$ cat src/rtl/reaction_pkg.sv
// Shared types and constants for the reaction-time tester: game state codes,
// the untracked-result marker and the wait-delay helper.
package reaction;

    typedef enum logic [2:0] {
        ST_IDLE  = 3'b000,
        ST_WAIT  = 3'b001,
        ST_GREEN = 3'b010,
        ST_LATE  = 3'b011,
        ST_EARLY = 3'b110,
        ST_DONE  = 3'b100
    } reaction_state_e;

    localparam int unsigned RESULT_W         = 28;
    localparam logic [27:0] RESULT_UNTRACKED = 28'hFFFFFFF;

    // Wait delay = fixed part plus the shifted PRNG word, formed 32 bits wide.
    function automatic logic [31:0] delay_load(input logic [31:0] base,
                                               input logic [15:0] rnd,
                                               input int unsigned shift);
        return base + ({16'h0000, rnd} << shift);
    endfunction

endpackage

$ cat src/rtl/button_debounce.sv
// Push-button conditioning: 2-FF synchronizer, stability counter that accepts
// a new level after DEBOUNCE_CYCLES stable cycles, and registered rising-edge pulse.
module button_debounce #(
    parameter int unsigned DEBOUNCE_CYCLES = 500_000
) (
    input  logic i_clk,
    input  logic i_rst_n,
    input  logic i_raw,
    output logic o_level,
    output logic o_rise
);

    localparam int unsigned CNT_W = (DEBOUNCE_CYCLES > 1) ? $clog2(DEBOUNCE_CYCLES) : 1;
    localparam logic [CNT_W-1:0] CNT_LAST = CNT_W'(DEBOUNCE_CYCLES - 1);

    logic             sync1_r;
    logic             sync2_r;
    logic [CNT_W-1:0] cnt_r;
    logic             level_r;
    logic             level_d_r;
    logic             rise_r;

    // Synchronizer, stability counter, debounced level and edge pulse.
    always_ff @(posedge i_clk) begin
        if (!i_rst_n) begin
            sync1_r   <= 1'b0;
            sync2_r   <= 1'b0;
            cnt_r     <= '0;
            level_r   <= 1'b0;
            level_d_r <= 1'b0;
            rise_r    <= 1'b0;
        end else begin
            sync1_r   <= i_raw;
            sync2_r   <= sync1_r;
            level_d_r <= level_r;
            rise_r    <= level_r & ~level_d_r;
            if (sync2_r != level_r) begin
                if (cnt_r == CNT_LAST) begin
                    level_r <= sync2_r;
                    cnt_r   <= '0;
                end else begin
                    cnt_r   <= cnt_r + CNT_W'(1);
                end
            end else begin
                cnt_r <= '0;
            end
        end
    end

    assign o_level = level_r;
    assign o_rise  = rise_r;

endmodule

$ cat src/rtl/reaction_timer.sv
// Reaction-time game controller: wait -> green -> hit/early/late sequence,
// reaction measurement in clock cycles, last and best result registers.
module reaction_timer
    import reaction::*;
#(
    parameter int unsigned DEBOUNCE_CYCLES = 500_000,
    parameter int unsigned DELAY_MIN       = 50_000_000,
    parameter int unsigned DELAY_SHIFT     = 10,
    parameter int unsigned TIMEOUT         = 100_000_000
) (
    input  logic        i_clk,
    input  logic        i_rst_n,
    input  logic        i_button,
    input  logic [15:0] i_rnd,
    output logic [2:0]  o_reaction_state,
    output logic [27:0] o_last_result,
    output logic [27:0] o_best_result,
    output logic        o_green
);

    localparam logic [27:0] TIMEOUT_LAST = 28'(TIMEOUT - 1);

    reaction_state_e state_r;
    reaction_state_e state_nxt_s;
    logic [31:0]     delay_cnt_r;
    logic [27:0]     react_cnt_r;
    logic [27:0]     last_r;
    logic [27:0]     best_r;
    logic            green_r;

    logic level_s;
    logic rise_s;
    logic press_s;
    logic load_delay_s;
    logic enter_green_s;
    logic hit_s;
    logic untracked_s;

    button_debounce #(
        .DEBOUNCE_CYCLES(DEBOUNCE_CYCLES)
    ) u_debounce (
        .i_clk   (i_clk),
        .i_rst_n (i_rst_n),
        .i_raw   (i_button),
        .o_level (level_s),
        .o_rise  (rise_s)
    );

    // A rise is only taken while the debounced level is still high.
    assign press_s = rise_s & level_s;

    // Next-state decode and the one-cycle strobes that update counters and results.
    always_comb begin
        state_nxt_s   = state_r;
        load_delay_s  = 1'b0;
        enter_green_s = 1'b0;
        hit_s         = 1'b0;
        untracked_s   = 1'b0;
        case (state_r)
            ST_IDLE: begin
                if (press_s) begin
                    state_nxt_s  = ST_WAIT;
                    load_delay_s = 1'b1;
                end else begin
                    state_nxt_s  = ST_IDLE;
                end
            end
            ST_WAIT: begin
                if (press_s) begin
                    state_nxt_s   = ST_EARLY;
                    untracked_s   = 1'b1;
                end else if (delay_cnt_r <= 32'd1) begin
                    state_nxt_s   = ST_GREEN;
                    enter_green_s = 1'b1;
                end else begin
                    state_nxt_s   = ST_WAIT;
                end
            end
            ST_GREEN: begin
                if (press_s) begin
                    state_nxt_s = ST_DONE;
                    hit_s       = 1'b1;
                end else if (react_cnt_r == TIMEOUT_LAST) begin
                    state_nxt_s = ST_LATE;
                    untracked_s = 1'b1;
                end else begin
                    state_nxt_s = ST_GREEN;
                end
            end
            ST_LATE, ST_EARLY, ST_DONE: begin
                if (press_s) begin
                    state_nxt_s = ST_IDLE;
                end else begin
                    state_nxt_s = state_r;
                end
            end
            default: begin
                state_nxt_s = ST_IDLE;
            end
        endcase
    end

    // State register and the green LED decode of the next registered state.
    always_ff @(posedge i_clk) begin
        if (!i_rst_n) begin
            state_r <= ST_IDLE;
            green_r <= 1'b0;
        end else begin
            state_r <= state_nxt_s;
            green_r <= (state_nxt_s == ST_GREEN);
        end
    end

    // Wait-phase delay counter, loaded on arming and run down while waiting.
    always_ff @(posedge i_clk) begin
        if (!i_rst_n) begin
            delay_cnt_r <= 32'd0;
        end else if (load_delay_s) begin
            delay_cnt_r <= delay_load(32'(DELAY_MIN), i_rnd, DELAY_SHIFT);
        end else if ((state_r == ST_WAIT) && (delay_cnt_r != 32'd0)) begin
            delay_cnt_r <= delay_cnt_r - 32'd1;
        end else begin
            delay_cnt_r <= delay_cnt_r;
        end
    end

    // Reaction counter: zero on the first green cycle, counting up while green.
    always_ff @(posedge i_clk) begin
        if (!i_rst_n) begin
            react_cnt_r <= 28'd0;
        end else if (enter_green_s) begin
            react_cnt_r <= 28'd0;
        end else if (state_r == ST_GREEN) begin
            react_cnt_r <= react_cnt_r + 28'd1;
        end else begin
            react_cnt_r <= react_cnt_r;
        end
    end

    // Last/best results change only on entry to DONE, LATE or EARLY.
    always_ff @(posedge i_clk) begin
        if (!i_rst_n) begin
            last_r <= RESULT_UNTRACKED;
            best_r <= RESULT_UNTRACKED;
        end else if (hit_s) begin
            last_r <= react_cnt_r;
            if (react_cnt_r < best_r) begin
                best_r <= react_cnt_r;
            end else begin
                best_r <= best_r;
            end
        end else if (untracked_s) begin
            last_r <= RESULT_UNTRACKED;
            best_r <= best_r;
        end else begin
            last_r <= last_r;
            best_r <= best_r;
        end
    end

    assign o_reaction_state = state_r;
    assign o_last_result    = last_r;
    assign o_best_result    = best_r;
    assign o_green          = green_r;

endmodule

$ cat config.mk
export PLATFORM = sky130hd
export DESIGN_NAME = reaction_timer
export DESIGN_NICKNAME = d
export VERILOG_FILES = /design/src/rtl/reaction_pkg.sv /design/src/rtl/button_debounce.sv /design/src/rtl/reaction_timer.sv
export SDC_FILE = /design/constraint.sdc
export NUM_CORES = 1
export LEC_CHECK = 0
export CAP_MARGIN = 20
export CORE_MARGIN = 2
export CORE_UTILIZATION = 40
export CTS_CLUSTER_SIZE = 24
export DETAILED_ROUTE_END_ITERATION = 10
export MAX_ROUTING_LAYER = met4
export PLACE_DENSITY = 0.69
export SLEW_MARGIN = 20
export SYNTH_ARGS = -nofsm -noshare
export SYNTH_HDL_FRONTEND = slang
export SYNTH_HIERARCHICAL = 1
export SYNTH_SLANG_ARGS = --single-unit
$ cat constraint.sdc
create_clock -name i_clk -period 2.5 [get_ports i_clk]
set_clock_uncertainty 0.05 [all_clocks]
set_input_delay 0.5 -clock i_clk [delete_from_list [all_inputs] [get_ports i_clk]]
set_output_delay 0.5 -clock i_clk [all_outputs]
set_load 0.02 [all_outputs]
==> metrics.yaml <==
drive_above_1_share: 0.118
tightest_slew_ps: 441
placed_cells: 1160
die_y_um: 139
fin_crit_sh: 0.933
synth_top_area_frac: 0.398
synth_area_leaders: "dfxtp_1, ha_1, xnor2_1"
cts_max_level: 4
die-area_sq_um: 19200
period_minus_slack_ps: 2330
wl_per_cell_um: 14.6
final_hold_viol_count: 0
routed_wl_um: 17500
r2r-end: "o_best_result[20]$_SDFFE_PN1P_"
syn_avg_cell_area_sq_um: 8.57
clock_path_buffers: 2
drt_first_iter_violations: 365
yosys.area.top_type: "dfxtp_1"
synth_cells: 845
worstPathRequired_ps: 2760
grt_pass1_vias: 5864
cp.arrival_ps: 2590
synth_seq_area_share: 0.398
syn2layout_area_growth_pct: 26.1
synth.cell_area_sq_um: 7240
num_rows: 49
crit_path_start_kind: "register"
rrSetupSlack_ps: 170
slew-limit-headroom: 0.706
status: "finished, final reports clean"
post-place-ws_ps: 56.7
clk_pin_slew_ps: 60
postRouteAntennaNets: 0
min_path_type: "register to register"
numCtsBuffers: 17
dieWidth_um: 139
start_util: 0.406
finalNetCount: 1006
use_met1: 0.241
finalSetupViolations: 0
setup_ws_ps: 166
synth.distinct_cells: 67
finalMaxSlewViolations: 0
insertion_delay_ps: 420
dr_total_vias: 6273
use_met2: 0.291
grt-busiest-layer: "met2"
endpoint_kind: "register"
p_total_mw: 4.96
async_flop_share: 0
grt_pass1_wl_um: 28800
worstReg2RegStart: "o_best_result[22]$_SDFFE_PN1P_"
viasPerCell: 5.24
final_cells: 1196
cts_tree: "built"
vdd_drop_max_v: 0.000477
fillers: 1694
cp-startpoint: "o_best_result[22]$_SDFFE_PN1P_"
crit_end: "o_best_result[20]$_SDFFE_PN1P_"
antenna_cells: 0
antenna_found_initial: 0
holdWs_ps: 338
hp-start: "u_debounce/level_d_r$_SDFF_PN0_"
p_leak_nw: 3.68
use_met3: 0.0418
r2r_cells: 11
path_class: "register to register"
cts.sink_count: 144
drtPass1Iterations: 4
max_freq_mhz: 429
power_density_nw_per_um2: 544
ctsRootBufferMaster: "clkbuf_16"
path_max_fanout: 20
synth_warnings: 6
synth-edff-count: 0
fin_area_sq_um: 9130
final_cell_mix: "dfxtp_1, nor2_1, nand2_1, clkdlybuf4s50_1, inv_1"
grt_overflow: 0
final_common_cell: "dfxtp_1"
ys.flop_type: "dfxtp_1"
drc_errors: 0
hpwlAfterDp_um: 12300
pin_count: 79
placed_cell_area_sq_um: 8500
place.gp.congestion: 0.873
grt_max_degree: 41
hold_buffers: 0
synth_seq_cells: 144
maxCapViolations: 0
synth_nets: 897
io_buffers: 78
coreArea_sq_um: 17800
grt_usage: 0.188
## critical path, cell delays in order (launching register included)
cell	delay (ps)
dfxtp_1	360
inv_1	60
ha_1	300
nand4_1	160
nor4_2	330
buf_4	180
o211ai_1	100
o21ai_2	180
buf_4	160
buf_6	160
o21ai_0	90
o311ai_0	100
## per-layer routing
metal | share of wire | up-vias
li1 | - | 3217
met1 | 0.48 | 2936
met2 | 0.46 | 101
met3 | 0.039 | 19
met4 | 0.019 | 0
met5 | 0 | -
## cells by family after synthesis
kind of cell	after synthesis	synth area share
AO/OA/AOI/OAI	174	0.166
adder cells (fa/ha/maj)	33	0.0570
multiplexers	1	0.00138
AND/OR/NAND/NOR	309	0.224
flip-flops	144	0.398
buffers and inverters	109	0.0636
XOR/XNOR	75	0.0907
## flip-flops by register name (all words and copies together) (netlist names)
| name | count |
|---|---|
| u_debounce/o_level | 1 |
| delay_cnt_r | 32 |
| u_debounce/sync1_r | 1 |
| o_last_result | 28 |
| o_best_result | 28 |
| u_debounce/sync2_r | 1 |
| o_green | 1 |
| u_debounce/o_rise | 1 |
| u_debounce/level_d_r | 1 |
| react_cnt_r | 28 |
| u_debounce/cnt_r | 19 |
| o_reaction_state | 3 |
## stage by stage
step | utilization | setup TNS (ps)
5_1_grt | 0.512 | -236
3_3_place_gp | 0.476 | 0
6_report | 0.512 | 0
3_5_place_dp | 0.476 | 0
2_1_floorplan | - | 0
4_1_cts | 0.510 | 0
## cell type report
type | count | area [sq um] | area share
flip-flops and latches | 144 | 2880 | 0.316
well taps | 229 | 287 | 0.0314
multi-input cells | 592 | 3910 | 0.429
clock inverters | 14 | 155 | 0.0170
clock buffers | 18 | 439 | 0.0481
repair buffers | 130 | 1200 | 0.131
inverters | 69 | 259 | 0.0284
## power by group
part / switching, mW / leakage, nW / internal [mW]
logic: 0.0672 / 2.23 / 0.0570
registers: 0.00108 / 1.16 / 2.30
clock network: 1.03 / 0.288 / 1.51
total: 1.10 / 3.68 / 3.86
## synth_stat cells (4+ instances only)
library cell	n
nand3_1	20
buf_6	5
o21ai_0	54
nand2b_1	4
xor2_1	31
and2_1	6
nand4_1	19
ha_1	33
nor2b_1	7
o22ai_1	30
nor3_1	21
clkbuf_1	28
and4_1	6
nor4_1	17
o311ai_0	28
xnor2_1	44
and3_1	5
dfxtp_1	144
nor2_1	91
or4_1	4
nand2_1	79
a21oi_1	30
inv_1	69
## worst min-delay path by stage
stage          depth (start not counted)                      endpoint  slack, ps
2_1_floorplan                          1  u_debounce/o_rise$_SDFF_PN0_        320
3_3_place_gp                           1  u_debounce/o_rise$_SDFF_PN0_        330
3_5_place_dp                           1  u_debounce/o_rise$_SDFF_PN0_        330
4_1_cts                                1  u_debounce/o_rise$_SDFF_PN0_        340
5_1_grt                                1  u_debounce/o_rise$_SDFF_PN0_        350
6_report                               1  u_debounce/o_rise$_SDFF_PN0_        340
## repair_timing
item,in CTS,in global routing
setup endpoints to repair,0,22
gates resized for setup,0,5
buffers inserted,0,2
No activity file was read; power rests on OpenSTA's default activity.
